`src/rtl/result_stream_tx.sv`:
```
// result_stream_tx: reads a frame of words from a synchronous BRAM and streams them LSB-byte-first
// into a byte UART using tx_busy handshaking. Define RESULT_STREAM_CSUM_EN to append a checksum.
module result_stream_tx #(
    parameter int unsigned FRAME_LEN = 3969,
    parameter int unsigned DATA_W    = 8,
    parameter int unsigned ADDR_W    = 12,
    parameter int unsigned RD_LAT    = 2,
    parameter int unsigned ACK_TO    = 4
) (
    input  logic              clk,
    input  logic              reset,
    input  logic              start,
    output logic              busy,
    output logic              done,
    output logic [ADDR_W-1:0] rd_addr,
    input  logic [DATA_W-1:0] rd_data,
    output logic              tx_enable,
    output logic [7:0]        tx_data,
    input  logic              tx_busy,
    output logic [ADDR_W:0]   words_sent
);
    localparam int unsigned NB     = DATA_W / 8;
    localparam int unsigned BIDX_W = (NB > 1) ? $clog2(NB) : 1;
    localparam int unsigned ACK_W  = (ACK_TO > 1) ? $clog2(ACK_TO) : 1;

    localparam logic [BIDX_W-1:0] LAST_BIDX = BIDX_W'(NB - 1);
    localparam logic [ADDR_W-1:0] LAST_ADDR = ADDR_W'(FRAME_LEN - 1);
    localparam logic [1:0]        LAT_END   = 2'(RD_LAT - 1);
    localparam logic [ACK_W-1:0]  ACK_END   = ACK_W'(ACK_TO - 1);

    typedef enum logic [2:0] {
        StIdle,
        StRead,
        StLoad,
        StSend,
        StAck,
        StDrain,
`ifdef RESULT_STREAM_CSUM_EN
        StCsum,
`endif
        StFin
    } state_e;

    state_e              state_q, state_d;
    logic [1:0]          lat_q, lat_d;
    logic [ACK_W-1:0]    ack_q, ack_d;
    logic [BIDX_W-1:0]   bidx_q, bidx_d;
    logic [DATA_W-1:0]   shift_q, shift_d;
    logic [ADDR_W-1:0]   addr_q, addr_d;
    logic [ADDR_W:0]     words_q, words_d;
    logic                busy_q, busy_d;
    logic                done_q, done_d;
    logic                txen_q, txen_d;
    logic [7:0]          txd_q, txd_d;
    logic                csum_byte;
`ifdef RESULT_STREAM_CSUM_EN
    logic [7:0]          csum_q, csum_d;
    logic                csum_flag_q, csum_flag_d;

    assign csum_byte = csum_flag_q;
`else
    assign csum_byte = 1'b0;
`endif

    always_comb begin
        state_d = state_q;
        lat_d   = lat_q;
        ack_d   = ack_q;
        bidx_d  = bidx_q;
        shift_d = shift_q;
        addr_d  = addr_q;
        words_d = words_q;
        busy_d  = busy_q;
        done_d  = 1'b0;
        txen_d  = 1'b0;
        txd_d   = txd_q;
`ifdef RESULT_STREAM_CSUM_EN
        csum_d      = csum_q;
        csum_flag_d = csum_flag_q;
`endif
        unique case (state_q)
            StIdle: begin
                if (start) begin
                    addr_d  = '0;
                    words_d = '0;
                    lat_d   = '0;
                    busy_d  = 1'b1;
                    state_d = StRead;
`ifdef RESULT_STREAM_CSUM_EN
                    csum_d      = '0;
                    csum_flag_d = 1'b0;
`endif
                end
            end
            StRead: begin
                if (lat_q == LAT_END) state_d = StLoad;
                else                  lat_d   = lat_q + 1'b1;
            end
            StLoad: begin
                shift_d = rd_data;
                bidx_d  = '0;
                state_d = StSend;
            end
            StSend: begin
                if (!tx_busy) begin
                    txd_d   = shift_q[7:0];
                    txen_d  = 1'b1;
                    ack_d   = '0;
                    state_d = StAck;
`ifdef RESULT_STREAM_CSUM_EN
                    if (!csum_flag_q) csum_d = csum_q + shift_q[7:0];
`endif
                end
            end
            StAck: begin
                // A UART that never raises busy still lets the byte through after the timeout.
                if (tx_busy || ack_q == ACK_END) state_d = StDrain;
                else                             ack_d   = ack_q + 1'b1;
            end
            StDrain: begin
                if (!tx_busy) begin
                    if (csum_byte) begin
                        state_d = StFin;
                        done_d  = 1'b1;
                    end else if (bidx_q != LAST_BIDX) begin
                        shift_d = shift_q >> 8;
                        bidx_d  = bidx_q + 1'b1;
                        state_d = StSend;
                    end else begin
                        words_d = words_q + 1'b1;
                        if (addr_q != LAST_ADDR) begin
                            addr_d  = addr_q + 1'b1;
                            lat_d   = '0;
                            state_d = StRead;
                        end else begin
`ifdef RESULT_STREAM_CSUM_EN
                            state_d = StCsum;
`else
                            state_d = StFin;
                            done_d  = 1'b1;
`endif
                        end
                    end
                end
            end
`ifdef RESULT_STREAM_CSUM_EN
            StCsum: begin
                shift_d     = DATA_W'(csum_q);
                csum_flag_d = 1'b1;
                state_d     = StSend;
            end
`endif
            StFin: begin
                busy_d  = 1'b0;
                state_d = StIdle;
            end
            default: state_d = StIdle;
        endcase
    end

    always_ff @(posedge clk) begin
        if (reset) begin
            state_q <= StIdle;
            lat_q   <= '0;
            ack_q   <= '0;
            bidx_q  <= '0;
            shift_q <= '0;
            addr_q  <= '0;
            words_q <= '0;
            busy_q  <= 1'b0;
            done_q  <= 1'b0;
            txen_q  <= 1'b0;
            txd_q   <= '0;
`ifdef RESULT_STREAM_CSUM_EN
            csum_q      <= '0;
            csum_flag_q <= 1'b0;
`endif
        end else begin
            state_q <= state_d;
            lat_q   <= lat_d;
            ack_q   <= ack_d;
            bidx_q  <= bidx_d;
            shift_q <= shift_d;
            addr_q  <= addr_d;
            words_q <= words_d;
            busy_q  <= busy_d;
            done_q  <= done_d;
            txen_q  <= txen_d;
            txd_q   <= txd_d;
`ifdef RESULT_STREAM_CSUM_EN
            csum_q      <= csum_d;
            csum_flag_q <= csum_flag_d;
`endif
        end
    end

    assign busy       = busy_q;
    assign done       = done_q;
    assign rd_addr    = addr_q;
    assign tx_enable  = txen_q;
    assign tx_data    = txd_q;
    assign words_sent = words_q;
endmodule

```
`config.mk`:
```
export PLATFORM = sky130hd
export DESIGN_NAME = result_stream_tx
export DESIGN_NICKNAME = d
export VERILOG_FILES = /design/src/rtl/result_stream_tx.sv
export SDC_FILE = /design/constraint.sdc
export NUM_CORES = 1
export LEC_CHECK = 0
export CORE_AREA = 4 4 68 70
export DETAILED_ROUTE_END_ITERATION = 16
export DIE_AREA = 0 0 72 74
export DONT_BUFFER_PORTS = 1
export HOLD_SLACK_MARGIN = 0.05
export PLACE_DENSITY = 0.74
export SLEW_MARGIN = 10
export SYNTH_ARGS = -nofsm -noshare
export SYNTH_HDL_FRONTEND = slang
export SYNTH_SLANG_ARGS = --single-unit
```
`constraint.sdc`:
```
create_clock -name clk -period 2.3 [get_ports clk]
set_clock_uncertainty 0.15 [all_clocks]
set_input_delay 0.23 -clock clk [delete_from_list [all_inputs] [get_ports clk]]
set_output_delay 0.23 -clock clk [all_outputs]
set_load 0.1 [all_outputs]
```
Word-level counts from Yosys, hierarchy flattened
Cells that the tools add are included.
- bits in registers: 52
- input bits: 12
- word-level logic and storage cells: 92
- add/sub/neg operators: 5
- eq/ne operators: 19
- muxes and demuxes: 36
- bitwise logic cells: 3
- reductions and logical operators: 18
- operators with widths (kind ; number):
    2-to-1 mux 12 bit ; 4
    2-to-1 mux 13 bit ; 3
    case mux 13 bit (2 select lines) ; 1
    case mux 12 bit (2 select lines) ; 1
    2-to-1 mux 3 bit ; 7
    inequality test 2 bit, second input constant ; 10
    case mux 3 bit (6 select lines) ; 1
    2-to-1 mux 8 bit ; 2
    case mux 8 bit (2 select lines) ; 1
    2-to-1 mux 2 bit ; 7
    adder 13 x 1 -> 13 bit, second input constant ; 1
    adder 12 x 1 -> 12 bit, second input constant ; 1
    inequality test 12 bit, second input constant ; 1
    AND reduction 5 bit ; 2
    == test 3 bit, second input constant ; 3
    nonzero test 2 bit ; 4
    == test 3 x 2 -> 1 bit, second input constant ; 2
    case mux 2 bit (3 select lines) ; 1
    AND reduction 2 bit ; 3
    AND reduction 3 bit ; 2
    AND reduction 6 bit ; 1
    2-to-1 mux 1 bit ; 5
    adder 2 x 1 -> 2 bit, second input constant ; 2
    case mux 1 bit (2 select lines) ; 2
    other kinds (12) ; 14

Longest topological paths before layout
Gate-level depths: netlist of the first run.
- word-level depth: 5
- depth in mapped cells: 7

Worst setup path after synthesis of the first run
Ideal clock, no wire load.
- path kind: reg-to-reg
- from: register addr_q[3] (netlist: rd_addr[3])
- to: register addr_q[11] (netlist: rd_addr[11])
- library setup time: 0.070 ns
- arrival time: 2.342 ns
- path slack: -0.263 ns
- cell stages (with the launch flop): 5
- path through: dfxtp_1 -> nand3_1 -> a2111o_1 -> or4_1 -> a21oi_1
- word-level cells in the longest chain between the ends: 5
- elaborated cells on any way between the ends: 8
- classes of those cells: add/sub (1); eq/ne (2); mux (4); reduce/logical (1)
- ends and longest elaborated chain (what ; RTL line ; RTL):
    from (decl) ; 49 ; logic [ADDR_W-1:0] addr_q, addr_d;
    from (signal assigned) ; 184 ; addr_q <= addr_d;
    adder 12 x 1 -> 12 bit ; 132 ; addr_d = addr_q + 1'b1;
    2-to-1 mux 12 bit ; 131 ; if (addr_q != LAST_ADDR) begin
    2-to-1 mux 12 bit ; 125 ; end else if (bidx_q != LAST_BIDX) begin
    2-to-1 mux 12 bit ; 121 ; if (!tx_busy) begin
    case mux 12 bit (2 select lines) ; 81 ; unique case (state_q)
Parallel ways exist; a longest one is shown, timed or not. The select of a mux whose other input is x is not followed.
A chain may end at the register's enable or synchronous reset.

Final worst setup path of the first run
- from: register state_q[2]
- to: register addr_q[11] (netlist: rd_addr[11])
- word-level cells in the longest chain between the ends: 3
- elaborated cells on any way between the ends: 9
- classes of those cells: eq/ne (5); mux (1); reduce/logical (3)
- ends and longest elaborated chain (what ; RTL line ; RTL):
    from (decl) ; 44 ; state_e state_q, state_d;
    from (signal assigned) ; 163 ; state_q <= StIdle;
    from (signal assigned) ; 179 ; state_q <= state_d;
    == test 3 bit or zero test 3 bit (tied branches) ; 81 ;
    inequality test 2 bit (no source line) or nonzero test 2 bit (tied branches) ; -- ;
    AND reduction 5 bit (no source line) ; -- ;
Parallel ways exist; a longest one is shown, timed or not.

==> results.py, run 1 <==
metrics = {
    "outcome": {
        "status": "completed",
    },
    "yosys": {
        "synth_xor_area_share_pct": 1.11,
        "syn_area_per_cell_um2": 8.56,
        "yosys_warnings": 0,
        "synth_largest_area_cell": "dfxtp_1",
        "ys_async_sr_fraction_pct": 0,
        "yosysMostFrequentCell": "dfxtp_1",
        "synth_edf_count": 0,
        "synth_adder_area_share_pct": 2.64,
        "synthMuxAreaShare_pct": 5.49,
        "syn_area_um2": 2370,
        "synth_commonest_cells": "51 x dfxtp_1, 32 x nand2_1, 31 x a21oi_1, 16 x nor2_1, 15 x or4_1",
        "ys_types": 41,
        "synth_compound_area_share_pct": 18.3,
        "syn-num-nets": 294,
        "synth.ff_latch_count": 51,
        "synth_ff_type": "dfxtp_1",
        "synth_top_family_by_area": "simple AND/OR/NAND/NOR gates",
        "syn_inst": 277,
        "ys_seq_area_share_pct": 43.1,
        "synth_top_area_share_pct": 43.1,
        "synthSimpleGateAreaFrac_pct": 25.5,
        "ys_top_cells_by_area": "dfxtp_1 43%, a21oi_1 6.5%, mux2i_1 5.5%, nand2_1 5.1%, or4_1 4.7%",
    },
    "floorplanning": {
        "die_area_um2": 5330,
        "fp.dieH_um": 74,
        "core_area_um2": 3970,
        "start_util_pct": 59.7,
        "io_pins": 48,
        "die_w_um": 72,
        "rows": 23,
    },
    "worst_setup_path": {
        "worstPathArrival_ns": 2.23,
        "crit_chain": "or3b_4 -> a2111o_1 -> or4_1 -> a21oi_1",
        "crit_fanout": 10,
        "endpoint_kind": "register",
        "critPathKind": "register to register",
        "crit_path_start_kind": "register",
        "crit_family": "simple AND/OR/NAND/NOR gates",
        "path_buf_inv": 0,
        "critPathMaxStageDelay_ns": 0.50,
        "cp_slowest_cell": "a2111o_1",
        "crit_required_ns": 2.38,
    },
    "sta": {
        "worst_pin_slew_ns": 1.10,
        "max_clock_freq_ghz": 0.466,
        "final.setup.tns_ns": 0,
        "min_period_ns": 2.15,
        "rsz0062_at_grt": "false",
        "layout_setup_ws_ns": 0.153,
        "final_max_slew_viol_count": 0,
        "relSlewSlack_pct": 26.9,
        "hold_viol_final": 0,
        "setup_violations": 0,
        "min_period_over_period_pct": 93.3,
    },
    "routing": {
        "routed_wirelength_um": 5510,
        "drtPass1Iterations": 4,
        "remaining_drc_errors": 0,
        "avgRoutedWirePerCell_um": 14.6,
        "antenna_left": 0,
        "vias_per_cell": 5.87,
        "vias": 2217,
        "drt_iter0_drc": 123,
    },
    "clock_network": {
        "cts_num_sinks": 51,
        "numCtsBuffers": 5,
        "worstSkewPairLatency_ns": 0.31,
        "cts_tree": "yes",
        "h-tree-depth": 2,
        "clockRootBuffer": "clkbuf_8",
        "cts.clk_slew.worst_paths_ns": 0.10,
        "clock_path_buffers": 2,
    },
    "place": {
        "place_ws_ns": 0.181,
        "port_buffers": 0,
        "post-dp-hpwl_um": 3870,
        "globalplace.congestion": 0.843,
        "dpl_cell_area_um2": 2750,
    },
    "finish": {
        "n_antenna_cell": 0,
        "final_area_um2": 2960,
        "nNetsFinal": 344,
        "drive_gt1_share_pct": 22.3,
        "area_growth_pct": 24.6,
    },
    "pwr": {
        "p_per_area_nw_per_um2": 673,
        "peakVddDrop_uv": 566,
        "p_leak_nw": 1.08,
    },
    "run": {
        "maxCapViolCount": 0,
    },
    "global_routing": {
        "grt_pass1_vias": 1986,
        "grt_pass1_wl_um": 9030,
        "grt_usage_pct": 21.1,
        "antenna_found_initial": 0,
        "grt_overflow": 0,
        "grt_max_degree": 32,
    },
    "hold_path": {
        "hold_path.class": "primary input to register",
    },
}
flip-flops by register name, summed over array words and instances, names as in the netlist:
register / cells
tx_enable: 1
words_sent: 13
ack_q: 2
lat_q: 2
rd_addr: 12
done: 1
tx_data: 8
state_q: 3
shift_q: 8
busy: 1
where the power goes:
group / internal [mW] / total (mW) / switching (mW) / leakage, nW
combinational: 0.195 / 0.505 / 0.310 / 0.615
clock: 0.218 / 0.524 / 0.306 / 0.0443
sequential: 0.925 / 0.961 / 0.0354 / 0.419
through the flow:
stage	instances	utilization [%]	power [mW]	hold slack, ns
finish	378	74.4	1.99	0.110
global route	378	74.4	2.07	0.120
CTS	378	74.4	2.00	0.104
detailed placement	359	69.2	1.46	0.152
global placement	359	69.2	1.45	0.148
floorplan	277	-	1.34	0.227
cell type report:
class | count | area (µm²)
Sequential cell | 51 | 1040
Multi-Input combinational cell | 202 | 1260
Fill cell | 304 | 1020
Clock inverter | 3 | 25.0
Timing Repair Buffer | 57 | 458
Tap cell | 50 | 62.6
Inverter | 10 | 37.5
Clock buffer | 5 | 68.8
worst min-delay path: stages:
cell	delay, ns
nor3b_1	0.03
buf_4	0.15
nand3_1	0.08
a21oi_1	0.06
cell families (layout without fill, tap and decap cells):
| family | count (synthesis) | in the layout |
|---|---|---|
| flip-flops | 51 | 51 |
| XOR/XNOR | 3 | 3 |
| AND/OR/NAND/NOR | 111 | 111 |
| AO/OA/AOI/OAI | 70 | 70 |
| multiplexers | 13 | 13 |
| adder cells (fa/ha/maj) | 5 | 5 |
| buffers and inverters | 24 | 75 |
path summary, 6_finish.rpt:
| check | startpoint | end | slack, ns | cells past startpoint |
|---|---|---|---|---|
| setup / recovery | state_q[2] | rd_addr[11] | 0.15 | 4 |
| hold / removal | tx_busy | rd_addr[0] | 0.11 | 4 |
| setup reg to reg | state_q[2] | rd_addr[11] | 0.15 | 4 |
| hold reg to reg | shift_q[4] | tx_data[4] | 0.31 | 2 |
timing repair:
item                                   4_1_cts  5_1_grt
setup endpoints to repair                    0       16
resized for setup                            0        1
setup buffers                                0        0
endpoints found under the hold margin       35        0
hold buffers                                11        0
placed cells by master (no fill, tap or decap), drive strengths merged, types with 10 or more instances in the layout:
cell | Yosys | final
a21oi | 31 | 31
buf | 2 | 46
dfxtp | 51 | 51
dlygate4sd3 | 0 | 10
inv | 10 | 10
mux2i | 13 | 13
nand2 | 32 | 32
nand3 | 13 | 13
nor2 | 16 | 16
o21ai | 13 | 13
or4 | 15 | 15
routing by layer:
| metal | global-route usage [%] | part of all wire [%] |
|---|---|---|
| met5 | 0 | 0 |
| met4 | 5.43 | 0.96 |
| met3 | 5.14 | 6.7 |
| met2 | 36.4 | 48 |
| met1 | 26.7 | 44 |
(Power assumes the default switching activity.)
==> run 2, diff against run 1 <==
--- a/config.mk
+++ b/config.mk
@@ -10,7 +10,7 @@
 export DIE_AREA = 0 0 72 74
 export DONT_BUFFER_PORTS = 1
 export HOLD_SLACK_MARGIN = 0.05
-export PLACE_DENSITY = 0.74
+export PLACE_DENSITY = 0.73
 export SLEW_MARGIN = 10
 export SYNTH_ARGS = -nofsm -noshare
 export SYNTH_HDL_FRONTEND = slang
==> constraint.sdc (replaced) <==
create_clock -name clk -period 2.5 [get_ports clk]
set_clock_uncertainty 0.15 [all_clocks]
set_input_delay 0.25 -clock clk [delete_from_list [all_inputs] [get_ports clk]]
set_output_delay 0.25 -clock clk [all_outputs]
set_load 0.1 [all_outputs]
==> run 2 against run 1 <==
Non-clock buffer count down 4. Combinational power down 9.5%. Total power shrank 8.8%. Register-to-register slack better by 0.22 ns. Critical path depth increased by 2. Flip-flop and latch count is the same. Sequential share of layout area is 0.21 points higher. Routed wire length is 3.4% lower. Die area did not move. Critical path type is now primary input to register.
==> results.py, run 2 (synthesized netlist as in run 1, its figures left out) <==
metrics = {
    "pwr": {
        "p_per_area_nw_per_um2": 625,
        "peakVddDrop_uv": 405,
        "p_leak_nw": 1.04,
    },
    "routing": {
        "vias": 2157,
        "vias_per_cell": 5.77,
        "drtPass1Iterations": 4,
        "remaining_drc_errors": 0,
        "drt_iter0_drc": 129,
        "avgRoutedWirePerCell_um": 14.2,
        "routed_wirelength_um": 5330,
        "antenna_left": 0,
    },
    "sta": {
        "layout_setup_ws_ns": 0.184,
        "min_period_over_period_pct": 92.7,
        "min_period_ns": 2.32,
        "relSlewSlack_pct": 26.9,
        "hold_viol_final": 0,
        "hold_slack_ns": 0.0597,
        "worst_pin_slew_ns": 1.09,
        "max_clock_freq_ghz": 0.432,
        "final_max_slew_viol_count": 0,
        "final.setup.tns_ns": 0,
        "rsz0062_at_grt": "false",
        "setup_violations": 0,
    },
    "place": {
        "place_ws_ns": 0.391,
        "post-dp-hpwl_um": 3770,
        "globalplace.congestion": 0.789,
        "port_buffers": 0,
        "dpl_cell_area_um2": 2710,
    },
    "finish": {
        "nNetsFinal": 340,
        "area_growth_pct": 22.4,
        "utilization_pct": 73.1,
        "n_antenna_cell": 0,
        "multi_input_area_um2": 1260,
        "final_area_um2": 2900,
        "layout_common_cells": "46 x dfxtp_1, 43 x buf_4, 32 x nand2_1",
        "largest_reg_flops": 13,
        "drive_gt1_share_pct": 18.5,
        "nFillCells": 305,
        "regArea_um2": 1030,
        "mostFrequentLayoutCell": "dfxtp_1",
    },
    "worst_setup_path": {
        "crit_path_start_kind": "primary input",
        "critPathKind": "primary input to register",
        "endpoint_kind": "register",
        "crit_required_ns": 2.55,
        "crit_fanout": 31,
        "worstPathArrival_ns": 2.36,
    },
    "global_routing": {
        "antenna_found_initial": 0,
        "grt_usage_pct": 21.4,
        "grt_pass1_wl_um": 9090,
        "grt_overflow": 0,
        "grt_pass1_vias": 2012,
        "grt_max_degree": 32,
    },
    "clock_network": {
        "cts_tree": "yes",
        "cts.clk_slew.worst_paths_ns": 0.09,
        "h-tree-depth": 2,
        "clock_path_buffers": 2,
        "numCtsBuffers": 5,
        "cts_num_sinks": 51,
        "post_cts_buffers": 0,
        "post_cts_resized": 0,
        "hold_buffers": 10,
        "worstSkewPairLatency_ns": 0.31,
        "clockRootBuffer": "clkbuf_8",
    },
    "floorplanning": {
        "fp.dieH_um": 74,
        "core_area_um2": 3970,
        "die_w_um": 72,
        "rows": 23,
        "start_util_pct": 59.7,
        "io_pins": 48,
        "die_area_um2": 5330,
    },
    "hold_path": {
        "hold_path.class": "primary input to register",
    },
    "outcome": {
        "status": "completed",
    },
    "run": {
        "maxCapViolCount": 0,
    },
}
## run 2: cell types whose count changed in the layout (fill, tap and decap cells not counted), sizes merged
| cell | before | now |
|---|---|---|
| clkinv | 2 | 1 |
| dlymetal6s4s | 1 | 0 |
| clkinvlp | 1 | 2 |
| buf | 46 | 43 |
## run 2: area by class of cell
type	count	share of cell area (%)
clock inverters	3	0.690
repair buffers	53	14.6
flip-flops and latches	51	35.4
inverters	10	1.29
clock buffers	5	2.37
well taps	50	2.16
multi-input cells	202	43.5
## run 2: critical path, stage by stage
cell and delay, ns:
dlygate4sd3_1 1.26, inv_1 0.25, o21ai_1 0.14, buf_4 0.26
or4_1 0.15, nand2_1 0.05
## run 2: routing by layer
metal | part of all wire [%] | routed length [µm] | vias up | track usage (%)
li1 | - | - | 1113 | -
met1 | 45 | 2390 | 996 | 26.7
met2 | 48 | 2550 | 41 | 36.3
met3 | 5.9 | 316 | 7 | 5.81
met4 | 1.2 | 65 | 0 | 6.68
met5 | 0 | 0 | - | 0
## run 2: stage by stage
step	power, mW	cells
after CTS	1.82	374
after global routing	1.91	374
after global placement	1.32	356
final	1.81	374
after floorplan	1.23	277
after detailed placement	1.33	356
## run 2: where the power goes
part	switching (mW)	internal [mW]	leakage, nW
Combinational	0.282	0.174	0.584
Sequential	0.0315	0.851	0.414
Clock	0.279	0.195	0.0402
## run 2: final timing paths
kind	end	startpoint	slack, ns	cells after the start
max	rd_addr[3]	reset	0.18	6
min	rd_addr[4]	reset	0.06	3
max reg2reg	rd_addr[10]	state_q[2]	0.37	4
min reg2reg	tx_data[4]	shift_q[4]	0.31	2
==> run 3, diff against run 2 <==
--- a/config.mk
+++ b/config.mk
@@ -5,12 +5,13 @@
 export SDC_FILE = /design/constraint.sdc
 export NUM_CORES = 1
 export LEC_CHECK = 0
-export CORE_AREA = 4 4 68 70
+export ABC_AREA = 1
+export CORE_AREA = 4 4 70 72
 export DETAILED_ROUTE_END_ITERATION = 16
-export DIE_AREA = 0 0 72 74
+export DIE_AREA = 0 0 74 76
 export DONT_BUFFER_PORTS = 1
 export HOLD_SLACK_MARGIN = 0.05
-export PLACE_DENSITY = 0.73
+export PLACE_DENSITY = 0.72
 export SLEW_MARGIN = 10
 export SYNTH_ARGS = -nofsm -noshare
 export SYNTH_HDL_FRONTEND = slang
==> constraint.sdc (replaced) <==
create_clock -name clk -period 2.5 [get_ports clk]
set_clock_uncertainty 0.15 [all_clocks]
set_input_delay 0.25 -clock clk [delete_from_list [all_inputs] [get_ports clk]]
set_output_delay 0.25 -clock clk [all_outputs]
set_load 0.005 [all_outputs]
==> run 3 against run 2 <==
Total power up 7.1%. Flip-flop and latch count unchanged. Register-to-register slack better by 0.13 ns. Combinational power up 9.4%. Synthesized cell count up 35%. Highest routed layer unchanged. Design area down 6.8%. Worst setup slack better by 0.32 ns. Sequential power up 5.2%. Largest power group unchanged. Largest cell class unchanged. Global-route usage down 1.1 points. Utilization down 10 points. Worst hold slack better by 0.0059 ns. Critical path type is now register to register. Non-clock buffer count down 41.
==> results.py, run 3 <==
metrics = {
    "hold_path": {
        "hold_path.class": "primary input to register",
    },
    "place": {
        "post-dp-hpwl_um": 3710,
        "place_ws_ns": 0.532,
        "dpl_cell_area_um2": 2500,
        "port_buffers": 0,
        "globalplace.congestion": 0.819,
        "dp_cells": 416,
    },
    "routing": {
        "drtPass1Iterations": 4,
        "vias_per_cell": 5.26,
        "avgRoutedWirePerCell_um": 12.2,
        "routed_wirelength_um": 5320,
        "drt_iter0_drc": 107,
        "vias": 2290,
        "antenna_left": 0,
        "remaining_drc_errors": 0,
    },
    "floorplanning": {
        "start_util_pct": 57.8,
        "core_area_um2": 4290,
        "die_w_um": 74,
        "die_area_um2": 5620,
        "fp.dieH_um": 76,
        "io_pins": 48,
        "rows": 24,
    },
    "sta": {
        "worst_pin_slew_ns": 0.653,
        "hold_viol_final": 0,
        "min_period_over_period_pct": 80.0,
        "final_max_slew_viol_count": 0,
        "hold_slack_ns": 0.0655,
        "setup_violations": 0,
        "final.setup.tns_ns": 0,
        "layout_setup_ws_ns": 0.500,
        "max_clock_freq_ghz": 0.500,
        "rsz0062_at_grt": "false",
        "relSlewSlack_pct": 56.3,
        "min_period_ns": 2.00,
    },
    "clock_network": {
        "h-tree-depth": 2,
        "cts.clk_slew.worst_paths_ns": 0.10,
        "cts_tree": "yes",
        "clockRootBuffer": "clkbuf_8",
        "cts_num_sinks": 51,
        "numCtsBuffers": 5,
        "worstSkewPairLatency_ns": 0.31,
        "post_cts_buffers": 0,
        "clock_path_buffers": 2,
    },
    "yosys": {
        "ys_async_sr_fraction_pct": 0,
        "syn-num-nets": 390,
        "syn_area_um2": 2480,
        "syn_area_per_cell_um2": 6.66,
        "ys_top_cells_by_area": "dfxtp_1 41%, nand2_1 13%, nor2_1 8.3%, inv_1 7.4%, a21oi_1 6.9%",
        "synth_ff_type": "dfxtp_1",
        "synth_top_area_share_pct": 41.1,
        "yosys_warnings": 0,
        "ys_types": 24,
        "synth_edf_count": 0,
        "synth_largest_area_cell": "dfxtp_1",
        "yosysMostFrequentCell": "nand2_1",
        "syn_inst": 373,
        "ys_seq_area_share_pct": 41.1,
        "synth.ff_latch_count": 51,
        "synth_commonest_cells": "86 x nand2_1, 55 x nor2_1, 51 x dfxtp_1, 49 x inv_1, 34 x a21oi_1",
    },
    "finish": {
        "final_area_um2": 2710,
        "area_growth_pct": 8.97,
        "utilization_pct": 63.0,
        "mostFrequentLayoutCell": "nand2_1",
        "finalNonFillerCells": 435,
        "nNetsFinal": 399,
        "layout_common_cells": "86 x nand2_1, 55 x nor2_1, 51 x dfxtp_1",
        "largest_reg_flops": 13,
        "drive_gt1_share_pct": 6.01,
        "n_antenna_cell": 0,
    },
    "outcome": {
        "status": "completed",
    },
    "global_routing": {
        "antenna_found_initial": 0,
        "grt_usage_pct": 20.3,
        "grt_pass1_vias": 2069,
        "grt_overflow": 0,
        "grt_max_degree": 23,
        "grt_pass1_wl_um": 9220,
    },
    "worst_setup_path": {
        "r2r_slack_ns": 0.50,
        "crit_path_start_kind": "register",
        "crit_fanout": 22,
        "endpoint_kind": "register",
        "critPathKind": "register to register",
        "crit_required_ns": 2.59,
        "worstPathArrival_ns": 2.09,
    },
    "pwr": {
        "peakVddDrop_uv": 475,
        "total_power_mw": 1.94,
        "p_per_area_nw_per_um2": 718,
        "p_leak_nw": 1.16,
    },
    "run": {
        "maxCapViolCount": 0,
    },
}
## run 3: power breakdown
part	switching (mW)	internal, mW	total, mW
sequential	0.0513	0.878	0.929
clock	0.306	0.208	0.514
combinational	0.354	0.146	0.500
total	0.711	1.23	1.94
## run 3: kinds of logic (layout without fill, tap and decap cells)
kind of cell / after synthesis / in the layout / synth area share, %
compound gates: 58 / 58 / 11.8
xor+xnor: 1 / 1 / 0.353
fa+ha+maj: 5 / 5 / 2.52
buf+inv: 64 / 74 / 10.5
flops: 51 / 51 / 41.1
simple gates: 194 / 194 / 33.8
## run 3: worst paths after layout
path / from / endpoint / cells after the start
worst max-delay path: state_q[0] / rd_addr[4] / 8
worst min-delay path: tx_busy / tx_data[6] / 2
worst max register to register: state_q[0] / rd_addr[4] / 8
worst min register to register: shift_q[6] / tx_data[6] / 2
## run 3: final cells by class
cell class	count	area [µm²]
clock buffers	5	68.8
clock inverters	3	28.8
fillers	413	1590
inverters	54	203
multi-input cells	258	1200
flip-flops and latches	51	1020
well taps	52	65.1
repair buffers	12	118
## run 3: routing by layer
layer	GRT usage [%]	routed length (µm)	share of wire, %	vias to the layer above
li1	-	-	-	1195
met1	25.3	2340	44	1027
met2	33.8	2600	49	58
met3	4.35	307	5.8	10
met4	7.25	74	1.4	0
met5	0	0	0	-
## run 3: what timing repair did
item,CTS,global route
endpoints found under the hold margin,26,0
hold buffers,11,0
gates resized for setup,0,0
## run 3: worst max-delay path: stages (launching register included)
cell	delay (ns)
dfxtp_1	0.51
nand2_2	0.16
nor2_8	0.15
nor2_2	0.07
nor2_4	0.38
nand2_2	0.17
inv_1	0.12
nand2_1	0.07
a21oi_1	0.13
